File: config.mk
export PLATFORM = sky130hd
export DESIGN_NAME = boot_run_ctrl
export DESIGN_NICKNAME = d
export VERILOG_FILES = /design/src/rtl/boot_pkg.sv /design/src/rtl/boot_dump_seq.sv /design/src/rtl/boot_run_ctrl.sv
export SDC_FILE = /design/constraint.sdc
export NUM_CORES = 1
export LEC_CHECK = 0
export CORE_ASPECT_RATIO = 1.1
export CORE_MARGIN = 4
export CORE_UTILIZATION = 53
export CTS_CLUSTER_DIAMETER = 150
export CTS_CLUSTER_SIZE = 24
export DETAILED_ROUTE_END_ITERATION = 8
export PLACE_DENSITY = 0.92
export SETUP_SLACK_MARGIN = 0.5
export SLEW_MARGIN = 0
export SYNTH_ARGS = -nofsm -noshare
export SYNTH_HDL_FRONTEND = slang
export SYNTH_SLANG_ARGS = --single-unit
File: constraint.sdc
create_clock -name clk -period 4 [get_ports clk]
set_input_delay 1.2 -clock clk [delete_from_list [all_inputs] [get_ports clk]]
set_output_delay 1.2 -clock clk [all_outputs]
set_load 0.01 [all_outputs]
File: src/rtl/boot_pkg.sv
// rtl/boot_pkg.sv - shared types and default widths for the boot/run sequencer
package boot_pkg;

    localparam int DEF_ADDR_W = 10;
    localparam int DEF_DATA_W = 32;
    localparam int DEF_REG_AW = 5;
    localparam int CNT_W      = 32;

    typedef enum logic [2:0] {
        ST_IDLE,
        ST_LOAD,
        ST_HOLD,
        ST_RUN,
        ST_DUMP,
        ST_DONE
    } boot_state_e;

endpackage

File: src/rtl/boot_dump_seq.sv
// rtl/boot_dump_seq.sv - register-file dump address stepper with registered dump outputs
module boot_dump_seq
    import boot_pkg::*;
#(
    parameter int DATA_W   = DEF_DATA_W,
    parameter int NUM_REGS = 32,
    parameter int REG_AW   = DEF_REG_AW
) (
    input  logic              clk,
    input  logic              rst_n,
    input  logic              start_i,
    input  logic [DATA_W-1:0] rf_rdata_i,
    output logic [REG_AW-1:0] rf_raddr_o,
    output logic              dump_valid_o,
    output logic [REG_AW-1:0] dump_idx_o,
    output logic [DATA_W-1:0] dump_data_o,
    output logic              last_o
);

    localparam logic [REG_AW-1:0] LAST_IDX = REG_AW'(NUM_REGS - 1);

    logic              active_q;
    logic [REG_AW-1:0] raddr_q;
    logic              valid_q;
    logic [REG_AW-1:0] idx_q;
    logic [DATA_W-1:0] data_q;

    // The read is combinational, so each issued address is captured on the same edge.
    always_ff @(posedge clk or negedge rst_n) begin
        if (!rst_n) begin
            active_q <= 1'b0;
            raddr_q  <= '0;
            valid_q  <= 1'b0;
            idx_q    <= '0;
            data_q   <= '0;
        end else begin
            valid_q <= active_q;
            if (active_q) begin
                idx_q  <= raddr_q;
                data_q <= rf_rdata_i;
                if (raddr_q == LAST_IDX) begin
                    active_q <= 1'b0;
                end else begin
                    raddr_q <= raddr_q + 1'b1;
                end
            end
            if (start_i) begin
                active_q <= 1'b1;
                raddr_q  <= '0;
            end
        end
    end

    assign rf_raddr_o   = raddr_q;
    assign dump_valid_o = valid_q;
    assign dump_idx_o   = idx_q;
    assign dump_data_o  = data_q;
    assign last_o       = active_q && (raddr_q == LAST_IDX);

endmodule

File: src/rtl/boot_run_ctrl.sv
// rtl/boot_run_ctrl.sv - program load, CPU reset hold, watchdogged run and register dump
module boot_run_ctrl
    import boot_pkg::*;
#(
    parameter int ADDR_W      = DEF_ADDR_W,
    parameter int DATA_W      = DEF_DATA_W,
    parameter int NUM_REGS    = 32,
    parameter int REG_AW      = DEF_REG_AW,
    parameter int RST_HOLD    = 2,
    parameter int CYCLE_LIMIT = 500
) (
    input  logic              clk,
    input  logic              rst,
    input  logic              start,
    input  logic [ADDR_W:0]   prog_len,
    input  logic              ld_valid,
    input  logic [DATA_W-1:0] ld_data,
    output logic              ld_ready,
    output logic              im_we,
    output logic [ADDR_W-1:0] im_addr,
    output logic [DATA_W-1:0] im_wdata,
    output logic              cpu_rst_n,
    output logic              cpu_stall,
    input  logic              halt,
    output logic [REG_AW-1:0] rf_raddr,
    input  logic [DATA_W-1:0] rf_rdata,
    output logic              dump_valid,
    output logic [REG_AW-1:0] dump_idx,
    output logic [DATA_W-1:0] dump_data,
    output logic [CNT_W-1:0]  cycle_cnt,
    output logic              busy,
    output logic              done,
    output logic              timeout
);

    localparam logic [CNT_W-1:0] HOLD_LAST  = CNT_W'(RST_HOLD - 1);
    localparam logic [CNT_W-1:0] LIMIT_LAST = CNT_W'(CYCLE_LIMIT - 1);

    boot_state_e       state_q;
    logic [ADDR_W:0]   len_q;
    logic [ADDR_W:0]   word_cnt_q;
    logic [ADDR_W:0]   word_cnt_d;
    logic [CNT_W-1:0]  hold_cnt_q;
    logic [CNT_W-1:0]  cycle_cnt_q;
    logic              ld_ready_q;
    logic              im_we_q;
    logic [ADDR_W-1:0] im_addr_q;
    logic [DATA_W-1:0] im_wdata_q;
    logic              cpu_rst_n_q;
    logic              cpu_stall_q;
    logic              busy_q;
    logic              done_q;
    logic              timeout_q;
    logic              run_end;
    logic              dump_last;

    // The counter is one bit wider than the address so a full-memory load
    // terminates before the address field wraps back to 0.
    assign word_cnt_d = word_cnt_q + 1'b1;
    assign run_end    = (state_q == ST_RUN) && (halt || (cycle_cnt_q == LIMIT_LAST));

    always_ff @(posedge clk or negedge rst) begin
        if (!rst) begin
            state_q     <= ST_IDLE;
            len_q       <= '0;
            word_cnt_q  <= '0;
            hold_cnt_q  <= '0;
            cycle_cnt_q <= '0;
            ld_ready_q  <= 1'b0;
            im_we_q     <= 1'b0;
            im_addr_q   <= '0;
            im_wdata_q  <= '0;
            cpu_rst_n_q <= 1'b0;
            cpu_stall_q <= 1'b0;
            busy_q      <= 1'b0;
            done_q      <= 1'b0;
            timeout_q   <= 1'b0;
        end else begin
            im_we_q <= 1'b0;
            case (state_q)
                ST_IDLE, ST_DONE: begin
                    if (state_q == ST_DONE) begin
                        done_q <= 1'b1;
                    end
                    if (start) begin
                        len_q       <= prog_len;
                        word_cnt_q  <= '0;
                        hold_cnt_q  <= '0;
                        cycle_cnt_q <= '0;
                        timeout_q   <= 1'b0;
                        cpu_rst_n_q <= 1'b0;
                        cpu_stall_q <= 1'b0;
                        done_q      <= 1'b0;
                        busy_q      <= 1'b1;
                        if (prog_len == '0) begin
                            state_q <= ST_HOLD;
                        end else begin
                            state_q    <= ST_LOAD;
                            ld_ready_q <= 1'b1;
                        end
                    end
                end
                ST_LOAD: begin
                    if (ld_valid && ld_ready_q) begin
                        im_we_q    <= 1'b1;
                        im_addr_q  <= word_cnt_q[ADDR_W-1:0];
                        im_wdata_q <= ld_data;
                        word_cnt_q <= word_cnt_d;
                        if (word_cnt_d == len_q) begin
                            ld_ready_q <= 1'b0;
                            hold_cnt_q <= '0;
                            state_q    <= ST_HOLD;
                        end
                    end
                end
                ST_HOLD: begin
                    if (hold_cnt_q == HOLD_LAST) begin
                        cpu_rst_n_q <= 1'b1;
                        cycle_cnt_q <= '0;
                        state_q     <= ST_RUN;
                    end else begin
                        hold_cnt_q <= hold_cnt_q + 1'b1;
                    end
                end
                ST_RUN: begin
                    // The count freezes on the exit cycle; halt overrides the watchdog.
                    if (run_end) begin
                        timeout_q   <= ~halt;
                        cpu_stall_q <= 1'b1;
                        state_q     <= ST_DUMP;
                    end else begin
                        cycle_cnt_q <= cycle_cnt_q + 1'b1;
                    end
                end
                ST_DUMP: begin
                    if (dump_last) begin
                        busy_q  <= 1'b0;
                        state_q <= ST_DONE;
                    end
                end
                default: state_q <= ST_IDLE;
            endcase
        end
    end

    boot_dump_seq #(
        .DATA_W   (DATA_W),
        .NUM_REGS (NUM_REGS),
        .REG_AW   (REG_AW)
    ) u_dump_seq (
        .clk          (clk),
        .rst_n        (rst),
        .start_i      (run_end),
        .rf_rdata_i   (rf_rdata),
        .rf_raddr_o   (rf_raddr),
        .dump_valid_o (dump_valid),
        .dump_idx_o   (dump_idx),
        .dump_data_o  (dump_data),
        .last_o       (dump_last)
    );

    assign ld_ready  = ld_ready_q;
    assign im_we     = im_we_q;
    assign im_addr   = im_addr_q;
    assign im_wdata  = im_wdata_q;
    assign cpu_rst_n = cpu_rst_n_q;
    assign cpu_stall = cpu_stall_q;
    assign cycle_cnt = cycle_cnt_q;
    assign busy      = busy_q;
    assign done      = done_q;
    assign timeout   = timeout_q;

endmodule

---- Word-level counts from Yosys, hierarchy flattened ----
Index checks and enable logic that the tools add are counted.
storage, ports and cells
  output and inout port bits .............. 124
  memory bits (read-only) ................. 0
  word-level logic and storage cells ...... 114
  input port bits ......................... 80
  bits in writable memories ............... 0
  memories ................................ 0
  latch bits .............................. 0
  bits in registers ....................... 182
operators by class
  multipliers ............................. 0
  reductions and logical operators ........ 27
  multiplexer cells ....................... 44
  equal/unequal tests ..................... 19
  $lt $le $gt $ge ......................... 0
  shift-type cells ........................ 0
  bitwise logic cells ..................... 1
  add/subtract/negate cells ............... 4
  divide/modulo/power cells ............... 0
operators with widths
  operator                                                          count
  32-bit two-way mux                                                6
  32-bit case mux with 3 select lines                               2
  32-bit by 1-bit adder with 32-bit output, second input constant   2
  32-bit by 1-bit == test with 1-bit output, second input constant  1
  32-bit by 9-bit == test with 1-bit output, second input constant  1
  11-bit two-way mux                                                2
  11-bit case mux with 2 select lines                               1
  2-bit != test, second input constant                              10
  3-bit two-way mux                                                 6
  1-bit two-way mux                                                 17
  5-bit two-way mux                                                 3
  3-bit case mux with 5 select lines                                1
  3-bit AND reduction                                               4
  2-bit nonzero test                                                6
  11-bit by 1-bit adder with 11-bit output, second input constant   1
  11-bit == test                                                    1
  11-bit zero test                                                  1
  1-bit case mux with 2 select lines                                5
  5-bit AND reduction                                               2
  2-bit AND reduction                                               4
  3-bit by 2-bit == test with 1-bit output, second input constant   2
  3-bit == test, second input constant                              2
  6-bit AND reduction                                               1
  3-bit nonzero test                                                2
  other kinds (10)                                                  12

---- Logic depth before layout (Yosys ltp) ----
  depth in word-level cells ............... 5
  depth in mapped cells ................... 10
  gate-level depth less buffers ........... 9

---- Cells and area by module ----
From an unflattened synthesis, not the netlist that was laid out.
second synthesis, totals
  cells, all modules ...................... 935
  area total of the unflattened synthesis .. 8971.1 um^2
modules (own cells, without submodules)
  module         instances  seq. area each (um^2)  area each (um^2)  cells an instance
  boot_run_ctrl  1          3453.3                 7297.0            830
  boot_dump_seq  1          1101.1                 1674.1            105

---- Worst setup path before layout ----
Ideal clock, no wire load.
  path type ............................... input to register
  start point ............................. input port ld_valid
  end point ............................... register hold_cnt_q[19]
  stages .................................. 8
  setup slack ............................. 1102 ps
  arrival ................................. 2774 ps
  required time ........................... 3876 ps
  setup time .............................. 124 ps
  buffers on the path ..................... 1
  cell sequence ........................... nand2_1 -> or3_1 -> a2111oi_2 -> nand4_1 -> o21ai_2 -> nand2_2 -> buf_6 -> a211o_1
on the way
  cells in the longest elaborated chain, start to end .. 3
RTL lines
  item                           line                  source
  from (decl)                    boot_run_ctrl.sv:16   input logic ld_valid,
  1-bit logical AND              boot_run_ctrl.sv:104  if (ld_valid && ld_ready_q) begin
  2-bit != test (no line)        --
  5-bit AND reduction (no line)  --
  to (signal assigned)           boot_run_ctrl.sv:122  hold_cnt_q <= hold_cnt_q + 1'b1;
  to (decl)                      boot_run_ctrl.sv:43   logic [CNT_W-1:0] hold_cnt_q;
No other way between the ends.
A chain may end at the register's enable or synchronous reset.

---- Worst setup path in the final report ----
  start point ............................. input port ld_valid
  end point ............................... register hold_cnt_q[0]
Same word-level chain as after synthesis.

==> results.txt <==
----------------------------------------------------
[Clock tree]
  Clock Tree Buf Depth ... 2
  Clk Tree Root Cell ... clkbuf_16
  Number of setup buffers added after CTS ... 0
  CTS tree ... done
  Cells resized by post-CTS repair ... 0
  TritonCTS Sinks ... 182
  CTS H-tree lvls ... 4
  Clock edge transition at the registers on the reported setup and hold paths ... 0.07 ns
  Total clock buffers created by CTS ... 17
  Post-cts hold buffer count ... 0
  Skew-Pair Late Insertion Delay ... 0.43 ns

[Finish]
  Final instance count without filler cells ... 1282
  Cell area after layout ... 0.01151 mm2
  Fraction of layout cells with a size suffix above 1 ... 10.26%
  Number of nets in the finished design ... 1155
  Area added between synthesis and finish ... 33.10%
  Final Core Density ... 72.57%
  Diode insertion count for antenna repair ... 0

[Min path]
  Hold Path Origin ... im_wdata[31]
  Worst min-delay path class ... reg -> reg

[Detailed routing]
  Number of detailed-routing iterations run before antenna repair ... 5
  Starting DRC count in detailed routing ... 623
  Number of nets with antenna violations after routing ... 0
  Total via count after detailed routing ... 7510
  Total DRC errors in the routed layout ... 0
  Average wire length per cell after detail routing ... 17.43 um
  WL final ... 22.34 mm
  Via-to-Cell Ratio ... 5.858

[GRT]
  Vias in the first global route ... 7486
  Global routing usage on met3 ... 5.743%
  Fraction of met1 tracks used by global routing ... 30.66%
  Overall track demand over capacity in global routing ... 24.29%
  Global Route met2 Usage ... 41.38%
  Number of antenna violations at the first check in global routing ... 0
  First-pass GRT wire length ... 36.51 mm
  Top Usage Layer GRT ... met2
  Grt ovf ... 0
  Largest net degree at the start of global routing ... 76

[Floorplanning]
  Die Ht ... 141.9 um
  Std-Cell Core Area ... 0.01586 mm2
  Die outline area ... 0.01842 mm2
  Effective utilization at floorplan ... 54.52%
  Std cell rows ... 48
  Number of ports placed on the die boundary ... 204
  Die span in x ... 129.8 um

[Critical path]
  Critical path data required time ... 4.29 ns
  Start point of the critical path ... ld_valid
  Sort of element at the start of the critical path ... input port
  Arr. time, crit path ... 3.53 ns
  Worst setup path category ... in -> reg
  Startpoint of the worst register-to-register path ... state_q[0]
  Worst-path fanout max ... 9
  Crit end category ... flip-flop

[Logic synthesis]
  Number of enable-type register cells in the synthesized netlist ... 0
  Most numerous cell types in the synthesized netlist ... 182 x dfrtp_1, 176 x nand2_1, 73 x nor2_1, 49 x mux2_2, 33 x o21ai_0
  Proportion of synthesized chip area in sequential cells ... 52.68%
  Top cells by area, synth ... dfrtp_1 53%, nand2_1 7.6%, mux2_2 6.4%
  Synthesized Nets ... 965
  Primary FF master, synth ... dfrtp_1
  Post-Syn Area ... 0.008645 mm2
  Fraction of synthesis flops using an asynchronous set or reset pin ... 100.0%
  Yosys warns ... 0
  Distinct cell type count of the synthesized netlist ... 58
  Synthesized area per cell ... 9.835 um2
  Synthesized netlist cell count ... 879
  Cell taking the most area after synthesis ... dfrtp_1
  Post-synth top area share ... 52.68%
  Count leader, synth ... dfrtp_1
  FF+latch count, synth ... 182

[Timing]
  Slew HR ... 38.98%
  Worst slack on hold paths ... 0.4736 ns
  Setup violations, final ... 0
  F_max ... 0.3079 GHz
  Count of endpoints failing hold in the final timing report ... 0
  Post-route clock period utilization ... 81.20%
  Setup Total Neg Slack ... 0 ns
  Post-layout min period ... 3.248 ns
  Max-slew violations ... 0
  Slew of the pin with the lowest slew margin ... 0.9154 ns
  RSZ-0062 raised after global routing ... false
  Worst Clk Skew ... 0.01122 ns
  Worst-case setup margin in the final layout ... 0.7521 ns

[Pwr]
  Power after layout ... 6.956 mW
  Leakage ... 5.020 nW
  Maximum vdd ir drop ... 0.3858 mV
  P per Cell Area ... 604.6 mW/mm2

[Run status]
  Status ... complete, no violations

[Placed design]
  DPL Wire Length ... 15.64 mm
  Port-buffer cells ... 203
  Post-placement cell area ... 0.01088 mm2
  Post-place setup slack ... 0.3554 ns
  Post-placement cell count ... 1250
  Final RePlAce weighted congestion ... 0.9092

[Run]
  Max-cap violations ... 0

----------------------------------------------------
## registers in the layout (all words and copies together), names as in the netlist, 3 cells and up
| signal | flops |
|---|---|
| hold_cnt_q | 32 |
| len_q | 11 |
| u_dump_seq.dump_idx_o | 5 |
| u_dump_seq.rf_raddr_o | 5 |
| word_cnt_q | 11 |
| im_addr | 10 |
| cycle_cnt | 32 |
| im_wdata | 32 |
| u_dump_seq.dump_data_o | 32 |
| state_q | 3 |
## cell type report
cell class | instances | area (um2)
clock buffers | 18 | 439.2
clock inverters | 14 | 190.2
fillers | 1060 | 4349
inverters | 14 | 52.55
multi-input cells | 639 | 3870
flip-flops and latches | 182 | 4556
well taps | 200 | 250.2
repair buffers | 215 | 2148
## kinds of logic after synthesis
kind of cell / count (synthesis) / share of synthesized area (%)
XOR/XNOR: 43 / 4.357
adder cells (fa/ha/maj): 6 / 0.8684
AND/OR/NAND/NOR: 395 / 21.15
AO/OA/AOI/OAI: 139 / 10.99
multiplexers: 56 / 7.194
flip-flops: 182 / 52.68
buffers and inverters: 58 / 2.764
## placed cells by master (no fill, tap or decap), types with 7 or more instances in the layout
master	n
o21ai_0	33
nand2_1	176
a21o_1	8
a31oi_1	18
buf_4	10
and3_1	16
a21oi_1	17
o21ai_1	8
nor2_1	73
nor3_1	24
nand3_1	24
nand4_1	21
inv_1	14
dfrtp_1	181
clkdlybuf4s50_1	202
and4_1	8
mux2_2	49
nor2b_1	7
clkbuf_16	17
xor2_1	22
mux2i_1	7
nor4_1	13
xnor2_1	21
## power breakdown
| part | internal [mW] | leakage [nW] | switching, mW |
|---|---|---|---|
| logic | 1.30 | 2.39 | 1.01 |
| registers | 2.38 | 2.32 | 0.494 |
| clock network | 1.02 | 0.308 | 0.758 |
| total | 4.70 | 5.02 | 2.26 |
## worst paths after layout
check / slack, ns / end / cells past startpoint
setup / recovery: 0.75 / hold_cnt_q[0] / 8
hold / removal: 0.47 / im_wdata[31] / 2
setup reg to reg: 1.01 / cycle_cnt[31] / 6
hold reg to reg: 0.47 / im_wdata[31] / 2
max in group asynchronous: 2.48 / len_q[8] / 2
min in group asynchronous: 0.79 / im_wdata[10] / 1
## layer usage
metal  part of all wire [%]  routed length, um
met3                    8.6               1916
met2                     50              11270
met1                     39               8730
met4                    1.9                428
met5                      0                  0
## worst max-delay path, cell delays in order
cell and delay, ns:
clkdlybuf4s50_1 0.54, nand2_1 0.09, or3_1 0.39, a2111oi_2 0.30, nand4_1 0.22, o21ai_2 0.22, and2_1 0.40, mux2i_1 0.15
Power figures use the tool's default switching activity.
